--- config.mk ---
export PLATFORM = sky130hd
export DESIGN_NAME = data_mem_be
export DESIGN_NICKNAME = d
export VERILOG_FILES = /design/src/rtl/mem_pkg.sv /design/src/rtl/load_align.sv /design/src/rtl/data_mem_be.sv
export SDC_FILE = /design/constraint.sdc
export NUM_CORES = 2
export LEC_CHECK = 0
export CAP_MARGIN = 20
export CORE_MARGIN = 5
export CORE_UTILIZATION = 35
export CTS_BUF_LIST = sky130_fd_sc_hd__clkbuf_4
export DETAILED_ROUTE_END_ITERATION = 8
export GPL_ROUTABILITY_DRIVEN = 0
export PLACE_DENSITY = 0.61
export SETUP_SLACK_MARGIN = 0.1
export SLEW_MARGIN = 40
export SYNTH_ARGS = -nofsm -noshare
export SYNTH_HDL_FRONTEND = slang
export SYNTH_SLANG_ARGS = --single-unit
--- constraint.sdc ---
create_clock -name clk -period 9 [get_ports clk]
set_input_delay 2.25 -clock clk [delete_from_list [all_inputs] [get_ports clk]]
set_output_delay 2.25 -clock clk [all_outputs]
set_load 0.1 [all_outputs]
--- src/rtl/mem_pkg.sv ---
// Shared definitions for the byte-enabled data memory: access size codes,
// controller state encoding and the alignment rule.
package mem_pkg;

    localparam logic [1:0] SZ_BYTE = 2'd0;
    localparam logic [1:0] SZ_HALF = 2'd1;
    localparam logic [1:0] SZ_WORD = 2'd2;
    localparam logic [1:0] SZ_RSVD = 2'd3;

    typedef enum logic {
        CLEAR = 1'b0,
        IDLE  = 1'b1
    } state_e;

    // Halves must sit on even byte addresses, words on multiples of four.
    function automatic logic misaligned(input logic [1:0] size, input logic [1:0] lane);
        return ((size == SZ_HALF) && lane[0]) ||
               ((size == SZ_WORD) && (lane != 2'b00));
    endfunction

endpackage

--- src/rtl/load_align.sv ---
// Load path: pick the addressed lane(s) out of a 32-bit word, right-justify
// them and sign- or zero-extend to 32 bits.
module load_align
    import mem_pkg::*;
(
    input  logic [31:0] word,
    input  logic [1:0]  size,
    input  logic [1:0]  lane,
    input  logic        uns,
    output logic [31:0] data
);

    logic [7:0]  byte_v;
    logic [15:0] half_v;

    assign byte_v = word[{lane, 3'b000} +: 8];
    assign half_v = lane[1] ? word[31:16] : word[15:0];

    // Extend the selected field; reserved size yields zero (it faults anyway).
    always_comb begin
        // NOTE: every output gets a default first so no path leaves it unassigned and infers a latch.
        data = '0;
        unique case (size)
            SZ_BYTE: data = {{24{~uns & byte_v[7]}}, byte_v};
            SZ_HALF: data = {{16{~uns & half_v[15]}}, half_v};
            SZ_WORD: data = word;
            default: data = '0;
        endcase
    end

endmodule

--- src/rtl/data_mem_be.sv ---
// Single-port 32-bit data memory with byte/half/word access, sign/zero
// extended loads, fault detection and an optional zero-fill after reset.
module data_mem_be
    import mem_pkg::*;
#(
    parameter int DEPTH          = 64,
    parameter bit CLEAR_ON_RESET = 1'b1
) (
    input  logic        clk,
    input  logic        reset,
    input  logic        req,
    input  logic        we,
    input  logic [1:0]  size,
    input  logic        uns,
    input  logic [31:0] a,
    input  logic [31:0] wd,
    output logic        ready,
    output logic        rvalid,
    output logic [31:0] rd,
    output logic        err
);

    localparam int AW = $clog2(DEPTH);

    logic [31:0]   mem_q [DEPTH];

    state_e        state_q, state_d;
    logic [AW-1:0] cnt_q, cnt_d;
    logic          ready_q, ready_d;
    logic          rvalid_q, rvalid_d;
    logic          err_q, err_d;
    logic [31:0]   rd_q, rd_d;

    logic [AW-1:0] idx;
    logic [1:0]    lane;
    logic [31:0]   cur_word;
    logic [31:0]   ld_data;
    logic          fault;
    logic          accept;

    logic [3:0]    be;
    logic [31:0]   st_data;
    logic          wr_en;
    logic [AW-1:0] wr_idx;
    logic [31:0]   wr_word;

    assign idx      = a[AW+1:2];
    assign lane     = a[1:0];
    assign cur_word = mem_q[idx];
    assign fault    = (size == SZ_RSVD) || misaligned(size, lane) || (|a[31:AW+2]);
    assign accept   = req && ready_q;

    assign ready    = ready_q;
    assign rvalid   = rvalid_q;
    assign err      = err_q;
    assign rd       = rd_q;

    load_align u_load_align (
        .word (cur_word),
        .size (size),
        .lane (lane),
        .uns  (uns),
        .data (ld_data)
    );

    // State and output registers; reset forces the idle-output values.
    always_ff @(posedge clk) begin
        // NOTE: sequential state uses non-blocking assignment so every flop samples pre-edge values.
        if (reset) begin
            state_q  <= CLEAR_ON_RESET ? CLEAR : IDLE;
            cnt_q    <= '0;
            ready_q  <= 1'b0;
            rvalid_q <= 1'b0;
            err_q    <= 1'b0;
            rd_q     <= '0;
        end else begin
            state_q  <= state_d;
            cnt_q    <= cnt_d;
            ready_q  <= ready_d;
            rvalid_q <= rvalid_d;
            err_q    <= err_d;
            rd_q     <= rd_d;
        end
    end

    // Next state: walk the clear counter across every word, then go idle.
    always_comb begin
        state_d = state_q;
        cnt_d   = cnt_q;
        unique case (state_q)
            CLEAR: begin
                cnt_d = cnt_q + 1'b1;
                if (cnt_q == AW'(DEPTH - 1)) begin
                    state_d = IDLE;
                end
            end
            IDLE:    state_d = IDLE;
            default: state_d = IDLE;
        endcase
    end

    // Outputs: ready tracks the upcoming state, completions follow an accept.
    always_comb begin
        ready_d  = (state_d == IDLE);
        rvalid_d = accept;
        err_d    = accept && fault;
        rd_d     = rd_q;
        if (accept && !we) begin
            rd_d = fault ? 32'h0 : ld_data;
        end
    end

    // Store lane merge, plus the clear-walk write port selection.
    always_comb begin
        be      = 4'b0000;
        st_data = wd;
        unique case (size)
            SZ_BYTE: begin be = 4'b0001 << lane;                 st_data = {4{wd[7:0]}};  end
            SZ_HALF: begin be = lane[1] ? 4'b1100 : 4'b0011;     st_data = {2{wd[15:0]}}; end
            SZ_WORD: begin be = 4'b1111;                         st_data = wd;            end
            default: begin be = 4'b0000;                         st_data = wd;            end
        endcase

        wr_word = cur_word;
        for (int i = 0; i < 4; i++) begin
            if (be[i]) wr_word[8*i +: 8] = st_data[8*i +: 8];
        end

        wr_idx = idx;
        wr_en  = accept && we && !fault && !reset;
        if (state_q == CLEAR) begin
            wr_idx  = cnt_q;
            wr_word = '0;
            wr_en   = !reset;
        end
    end

    // Storage array write port.
    always_ff @(posedge clk) begin
        // NOTE: the array itself is never reset; zero-fill is done by the clear walk when enabled.
        if (wr_en) begin
            mem_q[wr_idx] <= wr_word;
        end
    end

endmodule

# [After elaboration in Yosys (flattened, before gate mapping)]
# Memory sizes are Yosys's and may differ from the RTL's.
# Cells that the tools add are included.
# Widths: inputs -> output; s select.
[totals] ff_bits=41 mem_bits_rw=2048 input_bits=71 output_inout_bits=35 elab_cells=51 n_memories=1
[classes] addsub=1 n_eq_ne=4 shift=2 mux=17 n_bitwise=4 reduce_logical=17
[memory_table] name="mem_q" words=64 word_bits=32 rd=1 rd_ports_with_merged_regs=0 wr=1 line="data_mem_be.sv:25" rtl="logic [31:0] mem_q [DEPTH];"
[ops] operator="$pmux 32 s3" n=1
[ops] operator="$mux 32" n=2
[ops] operator="$pmux 32 s2" n=1
[ops] operator="$mux 8" n=4
[ops] operator="$shiftx 32x6->8" n=1
[ops] operator="$reduce_or 24->1" n=1
[ops] operator="$mux 16" n=1
[ops] operator="$pmux 4 s3" n=1
[ops] operator="$logic_and 1x1->1" n=8
[ops] operator="$add 6x1->6 const B" n=1
[ops] operator="$eq 6x6->1 const B" n=1
[ops] operator="$mux 6" n=1
[ops] operator="$eq 2x2->1 const B" n=2
[ops] operator="$mux 1" n=4
[ops] operator="$mux 4" n=1
[ops] operator="$shl 1x2->4 const A" n=1
[ops] operator="$logic_not 1->1" n=3
[ops] operator="$logic_or 1x1->1" n=3
[ops] operator="$and 1x1->1" n=2
[ops] operator="$eq 2x1->1 const B" n=1
[ops] operator="$logic_not 2->1" n=1
[ops] operator="$not 1->1" n=2
[ops] operator="$pmux 1 s2" n=1
[ops] operator="$reduce_bool 2->1" n=1

# [Logic depth before layout (Yosys ltp)]
[depth] word_depth=11 ltp_mapped=14 mapped_depth_nobuf=8

# [Modules after synthesis]
# From an unflattened synthesis, not the netlist that was laid out.
[hier_totals] cells_unflattened=4436 hier_area_um2=82082.5
[modules_own_cells] module="data_mem_be" instances=1 cells_each=4318 area_per_inst_um2=81323.0 seq_area_each_um2=62319.8
[modules_own_cells] module="load_align" instances=1 cells_each=118 area_per_inst_um2=759.5 seq_area_each_um2=0.0

# [Worst setup path after synthesis]
# No wires, ideal clock.
[synth_path] path_type="in2reg" from="input port a[3]" to="memory mem_q[0][17], data pin" setup_ns=0.721 arrival_ns=6.979 required_ns=8.279 setup_slack_ns=1.300 path_stages=12 path_buffers=6 path_cell_list="buf_4 -> buf_6 -> buf_6 -> buf_4 -> clkbuf_4 -> buf_2 -> mux4_2 -> mux2i_1 -> mux4_2 -> a21oi_1 -> nor2_1 -> a211oi_1"
[synth_between] elab_chain_len=3
[synth_rtl] item="start, declared" line="data_mem_be.sv:15" rtl="input logic [31:0] a,"
[synth_rtl] item="$mem_v2 64x32"
[synth_rtl] item="$mux 8" line="data_mem_be.sv:126" rtl="if (be[i]) wr_word[8*i +: 8] = st_data[8*i +: 8];"
[synth_rtl] item="$mux 32" line="data_mem_be.sv:131" rtl="if (state_q == CLEAR) begin"
[synth_rtl] item="net wr_word[17]" line="data_mem_be.sv:45" rtl="logic [31:0] wr_word;"
[synth_rtl] item="end, declared" line="data_mem_be.sv:25"
# The timed path passes the listed nets, and every way through them passes these cells.

# [Worst setup path after layout]
[layout_path] from="input port size[0]" to="memory mem_q[23][17] (enable)"
[layout_between] elab_chain_len=11 elab_cells_between_ends=14 classes_between="eq/ne (3); mux (3); reduce/logical (8)"
[layout_rtl] item="start, declared" line="data_mem_be.sv:13" rtl="input logic [1:0] size,"
[layout_rtl] item="$eq 2x1->1 or $eq 2x2->1 (tied branches)" line="mem_pkg.sv:17, mem_pkg.sv:18"
[layout_rtl] item="$logic_and 1x1->1 (on tied branches)" line="mem_pkg.sv:17, mem_pkg.sv:18"
[layout_rtl] item="$logic_or 1x1->1" line="mem_pkg.sv:17" rtl="return ((size == SZ_HALF) && lane[0]) ||"
[layout_rtl] item="$logic_or 1x1->1 (*) (2 in a row)" line="data_mem_be.sv:50" rtl="assign fault = (size == SZ_RSVD) || misaligned(size, lane) || (|a[31:AW+2]);"
[layout_rtl] item="$logic_not 1->1 (*)" line="data_mem_be.sv:130" rtl="wr_en = accept && we && !fault && !reset;"
[layout_rtl] item="$logic_and 1x1->1 (*) (2 in a row)" line="data_mem_be.sv:130"
[layout_rtl] item="$mux 1 (*)" line="data_mem_be.sv:131"
[layout_rtl] item="$mux 1 (*)" line="data_mem_be.sv:141" rtl="if (wr_en) begin"
[layout_rtl] item="$mux 1 (implied by the code) (*)" line="data_mem_be.sv:142" rtl="mem_q[wr_idx] <= wr_word;"
# Mark *: on every way between the ends. The rest lies on a longest branch, timed or not.

==> results.yml <==
run_status:
  outcome: "completed"
timing:
  worst_pin_slew_ps: 976
  rsz0062_at_grt: "false"
  setup_viol: 0
  fin_tns_setup_ps: 0
  hold_viol_final: 0
  period_minus_slack_ps: 6000
  slew_viol_final: 0
  max_freq_mhz: 167
  period_share: 0.667
  skew_ps: 86.5
  slew_headroom: 0.345
power:
  switching_share: 0.223
  power_frac_comb: 0.054
  p_clk_frac: 0.410
  irDropWorstVdd_mv: 0.110
  p_total_w: 0.0197
  p_int_w: 0.0153
  cellLeakagePower_nw: 31.7
  power_density_nw_per_um2: 206
  pwr-share-seq: 0.536
  netSwitchingPower_w: 0.00440
route:
  drt_first_iter_violations: 5394
  antenna_left: 0
  drc: 0
  routed_wirelength_um: 242000
  route.vias.total: 43300
  wl_per_cell_um: 31.3
  drt_pre_antenna_iters: 6
  via_per_inst: 5.59
global_route:
  gr-usage-met1: 0.247
  grt_pass1_vias: 43800
  grt_max_degree: 76
  grt_usage: 0.197
  use_met3: 0.0436
  grtUsageMet2: 0.316
  antenna_found_initial: 16
  grt-busiest-layer: "met2"
  grt_pass1_wl_um: 338000
  grt-ovfl-total: 0
clocking:
  cts-hold-fix-buffers: 0
  cts_root_buf: "clkbuf_4"
  cts_tree: "yes"
  clock_tree.buffer_depth: 4
  clock_sinks: 2089
  h-tree-depth: 6
  cts_resized: 0
  path_clk_slew_ps: 60
  clk_latency_ps: 1340
  post_cts_buffers: 0
  cts_buffers: 554
die:
  initial_core_util: 0.351
  io-pin-count: 106
  coreArea_um2: 232000
  dieArea_um2: 243000
  rows: 177
  fp.dieW_um: 493
  fp.dieH_um: 493
worst_setup_path:
  cp_max_fo: 26
  crit_path_start_kind: "input pin"
  critPathKind: "input pin to register"
  crit_path_end_kind: "register"
  cp.required_ps: 9970
  crit_arrival_ps: 6970
  reg2reg_slack_ps: 5190
layout:
  multi_input_area_um2: 19000
  syn_to_final_growth_pct: 17.4
  post-route-util: 0.412
  fin_cells: 7747
  stdcell_area_um2: 95800
  fin_nets: 4427
  regArea_um2: 62300
  drive_above_1_share: 0.390
  fill_cells: 20200
logic_synthesis:
  seq_area_frac_synth: 0.764
  synth_area_um2: 81600
  syn_inst: 3645
  syn_avg_cell_area_um2: 22.4
  ys.flop_type: "edfxtp_1"
  synth_edf_count: 2048
  synth-simple-area-share: 0.0169
  synth_fa_ha_area_frac: 0.000153
  synth-compound-area-share: 0.0229
  synth_warnings: 0
  ys_seq_elements: 2089
  synthArstFlopShare: 0
  synthDistinctLibCells: 66
  synth.net_count: 3717
  muxShareOfSynthArea: 0.180
  synth_xor_area_frac: 0.000430
  synth_top_family_by_area: "multiplexers"
min_path:
  hold_path.class: "register to register"
flow_run:
  drv_cap: 0
placement:
  io_buffers: 105
  place_area_um2: 88900
  hpwl_um: 156000
  dp.cells: 6835
[through the flow]
step | setup WS (ps) | hold slack (ps)
5_1_grt | 2880 | 558
3_3_place_gp | 1570 | 494
4_1_cts | 3210 | 514
2_1_floorplan | 1300 | 477
6_report | 3000 | 526
3_5_place_dp | 1810 | 503
[sequential cells by signal (all words and copies together), names as in the netlist]
signal and count:
cnt_q 6, err 1, mem_q 2048, rd 32, ready 1, rvalid 1
[worst paths after layout]
kind | startpoint | end | cells after the start
worst min register to register | cnt_q[0]$_SDFFE_PP0N_ | cnt_q[0]$_SDFFE_PP0N_ | 2
worst min-delay path | cnt_q[0]$_SDFFE_PP0N_ | cnt_q[0]$_SDFFE_PP0N_ | 2
worst max-delay path | size[0] | mem_q[23][17]$_DFFE_PP_ | 12
worst max register to register | mem_q[23][30]$_DFFE_PP_ | mem_q[37][30]$_DFFE_PP_ | 7
[worst max-delay path, stage by stage]
cell	delay, ps
clkdlybuf4s50_1	400
buf_4	250
nand2_1	510
nand4_1	470
nor3_1	570
nand3_1	230
a21o_1	240
or2_2	310
nand2b_1	380
buf_4	300
nor2_4	610
buf_4	400
[cells in the final DEF, fill, tap and decap left out, types with 11 or more instances in the layout]
cell / netlist / layout
buf_8: 3 / 34
mux2_2: 17 / 17
a221oi_1: 25 / 19
nor2_1: 134 / 53
nand2b_1: 11 / 11
inv_2: 2 / 17
a22oi_1: 40 / 40
buf_4: 41 / 164
nand3_1: 20 / 20
nand2_1: 96 / 96
buf_16: 0 / 36
o21ai_0: 42 / 40
nor2_4: 0 / 76
edfxtp_1: 2048 / 2048
buf_2: 57 / 40
clkinv_1: 2 / 57
o211ai_1: 20 / 20
mux2i_1: 163 / 163
mux4_2: 551 / 551
a21oi_1: 43 / 36
mux4_1: 18 / 18
clkdlybuf4s50_1: 0 / 63
diode_2: 0 / 14
buf_12: 5 / 18
clkbuf_4: 2 / 804
o21ai_1: 17 / 18
dfxtp_1: 41 / 41
[metal layers]
metal	vias to the layer above	wire (um)
li1	17300	-
met1	22900	89200
met2	2500	118000
met3	547	20500
met4	4	14900
met5	-	23
[cell type report]
type | count | area share
multi-input combinational | 1340 | 0.198
inverter | 12 | 0.000588
tap | 3043 | 0.0398
sequential | 2089 | 0.651
timing repair buffer | 358 | 0.0413
antenna | 14 | 0.000366
clock inverter | 88 | 0.00630
clock buffer | 803 | 0.0629
[Yosys cell counts (7+ instances only)]
master	instances	share of area
edfxtp_1	2048	0.75
a221o_1	8	0.00098
nor2b_1	9	0.00069
o21ai_1	17	0.0010
mux4_1	18	0.0058
clkbuf_1	63	0.0029
mux2_2	17	0.0023
nor3_1	10	0.00061
o21ai_0	42	0.0026
buf_2	57	0.0035
nor4_1	8	0.00061
a22oi_1	40	0.0037
inv_1	8	0.00037
a21boi_0	10	0.00092
nor2_1	134	0.0062
nand2_1	96	0.0044
dfxtp_1	41	0.010
nand3_1	20	0.0012
a21oi_1	43	0.0026
buf_1	22	0.0010
nand2b_1	11	0.00084
buf_6	10	0.0014
a211oi_1	7	0.00064
a311oi_1	9	0.00097
mux2i_1	163	0.020
mux4_2	551	0.15
buf_4	41	0.0038
o22ai_1	9	0.00069
o211ai_1	20	0.0018
a221oi_1	25	0.0027
[cell families after synthesis]
kind of cell | Yosys count
AO/OA/AOI/OAI | 271
XOR/XNOR | 4
adder cells (fa/ha/maj) | 1
buffers and inverters | 216
flip-flops | 2089
multiplexers | 749
AND/OR/NAND/NOR | 315
[power by group through the flow]
stage	Sequential (W)	Combinational, W	Clock, W
final	0.0106	0.00105	0.00808
after global routing	0.0105	0.00108	0.00883
after CTS	0.0106	0.00104	0.00826
after detailed placement	0.0108	0.00104	0
after global placement	0.0108	0.00103	0
after floorplan	0.0108	0.000593	0
(Power assumes the default switching activity.)
==> RTL edit, RTL diff (same settings) <==
Change the parameter `DEPTH` from 64 to 32.
--- a/src/rtl/data_mem_be.sv
+++ b/src/rtl/data_mem_be.sv
@@ -3,7 +3,7 @@
 module data_mem_be
     import mem_pkg::*;
 #(
-    parameter int DEPTH          = 64,
+    parameter int DEPTH          = 32,
     parameter bit CLEAR_ON_RESET = 1'b1
 ) (
     input  logic        clk,
Function: no difference found for any inputs over 4 cycles, from zero or initial values and one cycle with reset high; that may be too few to reach the edited logic, so the function may still have changed.
==> RTL edit against the original RTL <==
- area after synthesis fell by 48%
- first-iteration DRC count shrank 43%
- setup slack gained 0.47 ns
- register-to-register slack is essentially flat
- design area shrank 48%
- power is 49% lower
- wire length fell by 50%
- sequential cell count is 1025 lower
- highest routed layer unchanged
==> RTL edit: results (changes against the original RTL) <==
placed wire-length estimate 82400 microns (-47%); ant diodes 6 (-8); slowest CP cell clkdlybuf4s50_1; first-pass GRT wire length 171000 microns (-49%); post-CTS setup buffer count 0 (unchanged); vias in the first global route 23200 (-47%); clock skew 0.116 ns (+0.0294 ns); Largest stage delay, worst path 0.83 ns (+0.22 ns); CTS H-tree lvls 5 (-1); Root Driver clkbuf_4; DRT iter0 DRCs 3062 (-43%); inverters 1 (-11); Synth Register Bits 1064 (-49%); GRT Util Overall 0.189 (-0.00706); Leak Pwr 16.8 nW (-47%); cells resized by post-CTS repair 0 (unchanged); layout cells sized above 1 0.370 (-0.0195); post-synthesis sequential area ratio 0.749 (-0.0148); CTS clk-pin slew, worst paths 0.06 ns (about the same); Synth area leaders edfxtp_1 73%, mux4_2 15%, mux2i_1 2.4%; WL per Instance 29.3 microns (-6.4%); initial antenna violation count 15 (-1); Syn Nets 2042 (-45%); Placed Cells incl. Taps 3675 (-46%); Mean Syn Cell Area 21.4 sq um (-4.4%); Hold WC Path Type reg -> reg; max reg flops 1024 (-50%); Relative slew margins 0.384 (+0.0392); multi-input gate count 789 (-41%); Nets 2431 (-45%); clock buffer count 404 (-50%); WP data arrival 6.25 ns (-0.72 ns); Top reg by flops mem_q; fraction of area in multi-input gates 0.206 (+0.00827); Crit Path Max Fanout 17 (-35%); drt first pass iters 6 (unchanged); Commonest cells post-synth 1024 x edfxtp_1, 280 x mux4_2, 103 x mux2i_1; Worst-Skew Late Latency 1.15 ns (-0.19 ns); Seq. cell area 31600 sq um (-49%); EDFF count, synth 1024 (-50%); buffer share of cell area 0.0475 (+0.00624); largest net degree at the start of global routing 84 (+11%); count leader, synth edfxtp_1; total CTS buffers 293 (-47%); via/cell ratio 5.50 (-1.5%); asr flop ratio synth 0 (unchanged); clk buf depth 4 (unchanged); Port Buffers 105 (unchanged); VDD IR max 0.000117 V (+6.9%); FILL cells 10500 (-48%); nonclk buf count 209 (-42%); status completed; Yosys cell types 50 (-24%); synth warn 0 (unchanged); final WL 122000 microns (-50%); ClkCell Share 0.0683 (-0.000959); delay-heaviest family, CP simple AND/OR/NAND/NOR gates
==> RTL edit: cell types whose count changed in the layout (fill, tap and decap cells not counted), moves of 23 or more <==
| cell | before | now |
|---|---|---|
| mux4_2 | 551 | 280 |
| clkbuf_4 | 804 | 404 |
| nor2_4 | 76 | 33 |
| buf_4 | 164 | 57 |
| o211a_1 | 0 | 23 |
| nor2_1 | 53 | 21 |
| mux2i_1 | 163 | 103 |
| edfxtp_1 | 2048 | 1024 |
==> RTL edit: metal layers <==
layer  part of all wire  GRT usage  routed length, microns
met1               0.39      0.254                   47600
met2               0.46      0.288                   56100
met3               0.12     0.0672                   14300
met4              0.030     0.0682                    3690
met5            0.00011          0                      13
==> RTL edit: power breakdown <==
group	internal, mW	switching, mW
registers	5.38	0.00764
clock network	2.12	1.92
logic	0.236	0.368
total	7.73	2.29
==> RTL edit: per-stage QoR <==
stage,cell area [sq um],hold slack [ns],worst slack [ns],power (mW)
2_1_floorplan,42100,0.489,3.43,5.82
3_5_place_dp,46100,0.453,2.48,6.08
5_1_grt,49500,0.522,3.44,10.4
3_3_place_gp,45200,0.478,1.96,6.06
6_report,49600,0.474,3.47,10.0
4_1_cts,49500,0.467,3.64,10.1
==> RTL edit: worst paths after layout <==
check,from,endpoint,slack (ns),cells after the start
max,a[1],mem_q[4][24],3.47,10
min reg2reg,rd[7],rd[7],0.47,2
min,rd[7],rd[7],0.47,2
max reg2reg,ready,rd[0],5.20,7
==> RTL edit: tightest hold or removal path, cell delays in order, from the launching register on <==
cell,delay (ns)
dfxtp_1,0.33
nand2_1,0.05
o21ai_0,0.06
==> RTL edit: cells by family after synthesis <==
group	after synthesis	synth area share
flops	1064	0.749
fa+ha+maj	2	0.000594
simple gates	207	0.0222
mux	407	0.181
xor+xnor	2	0.000416
buf+inv	116	0.0155
compound gates	171	0.0312
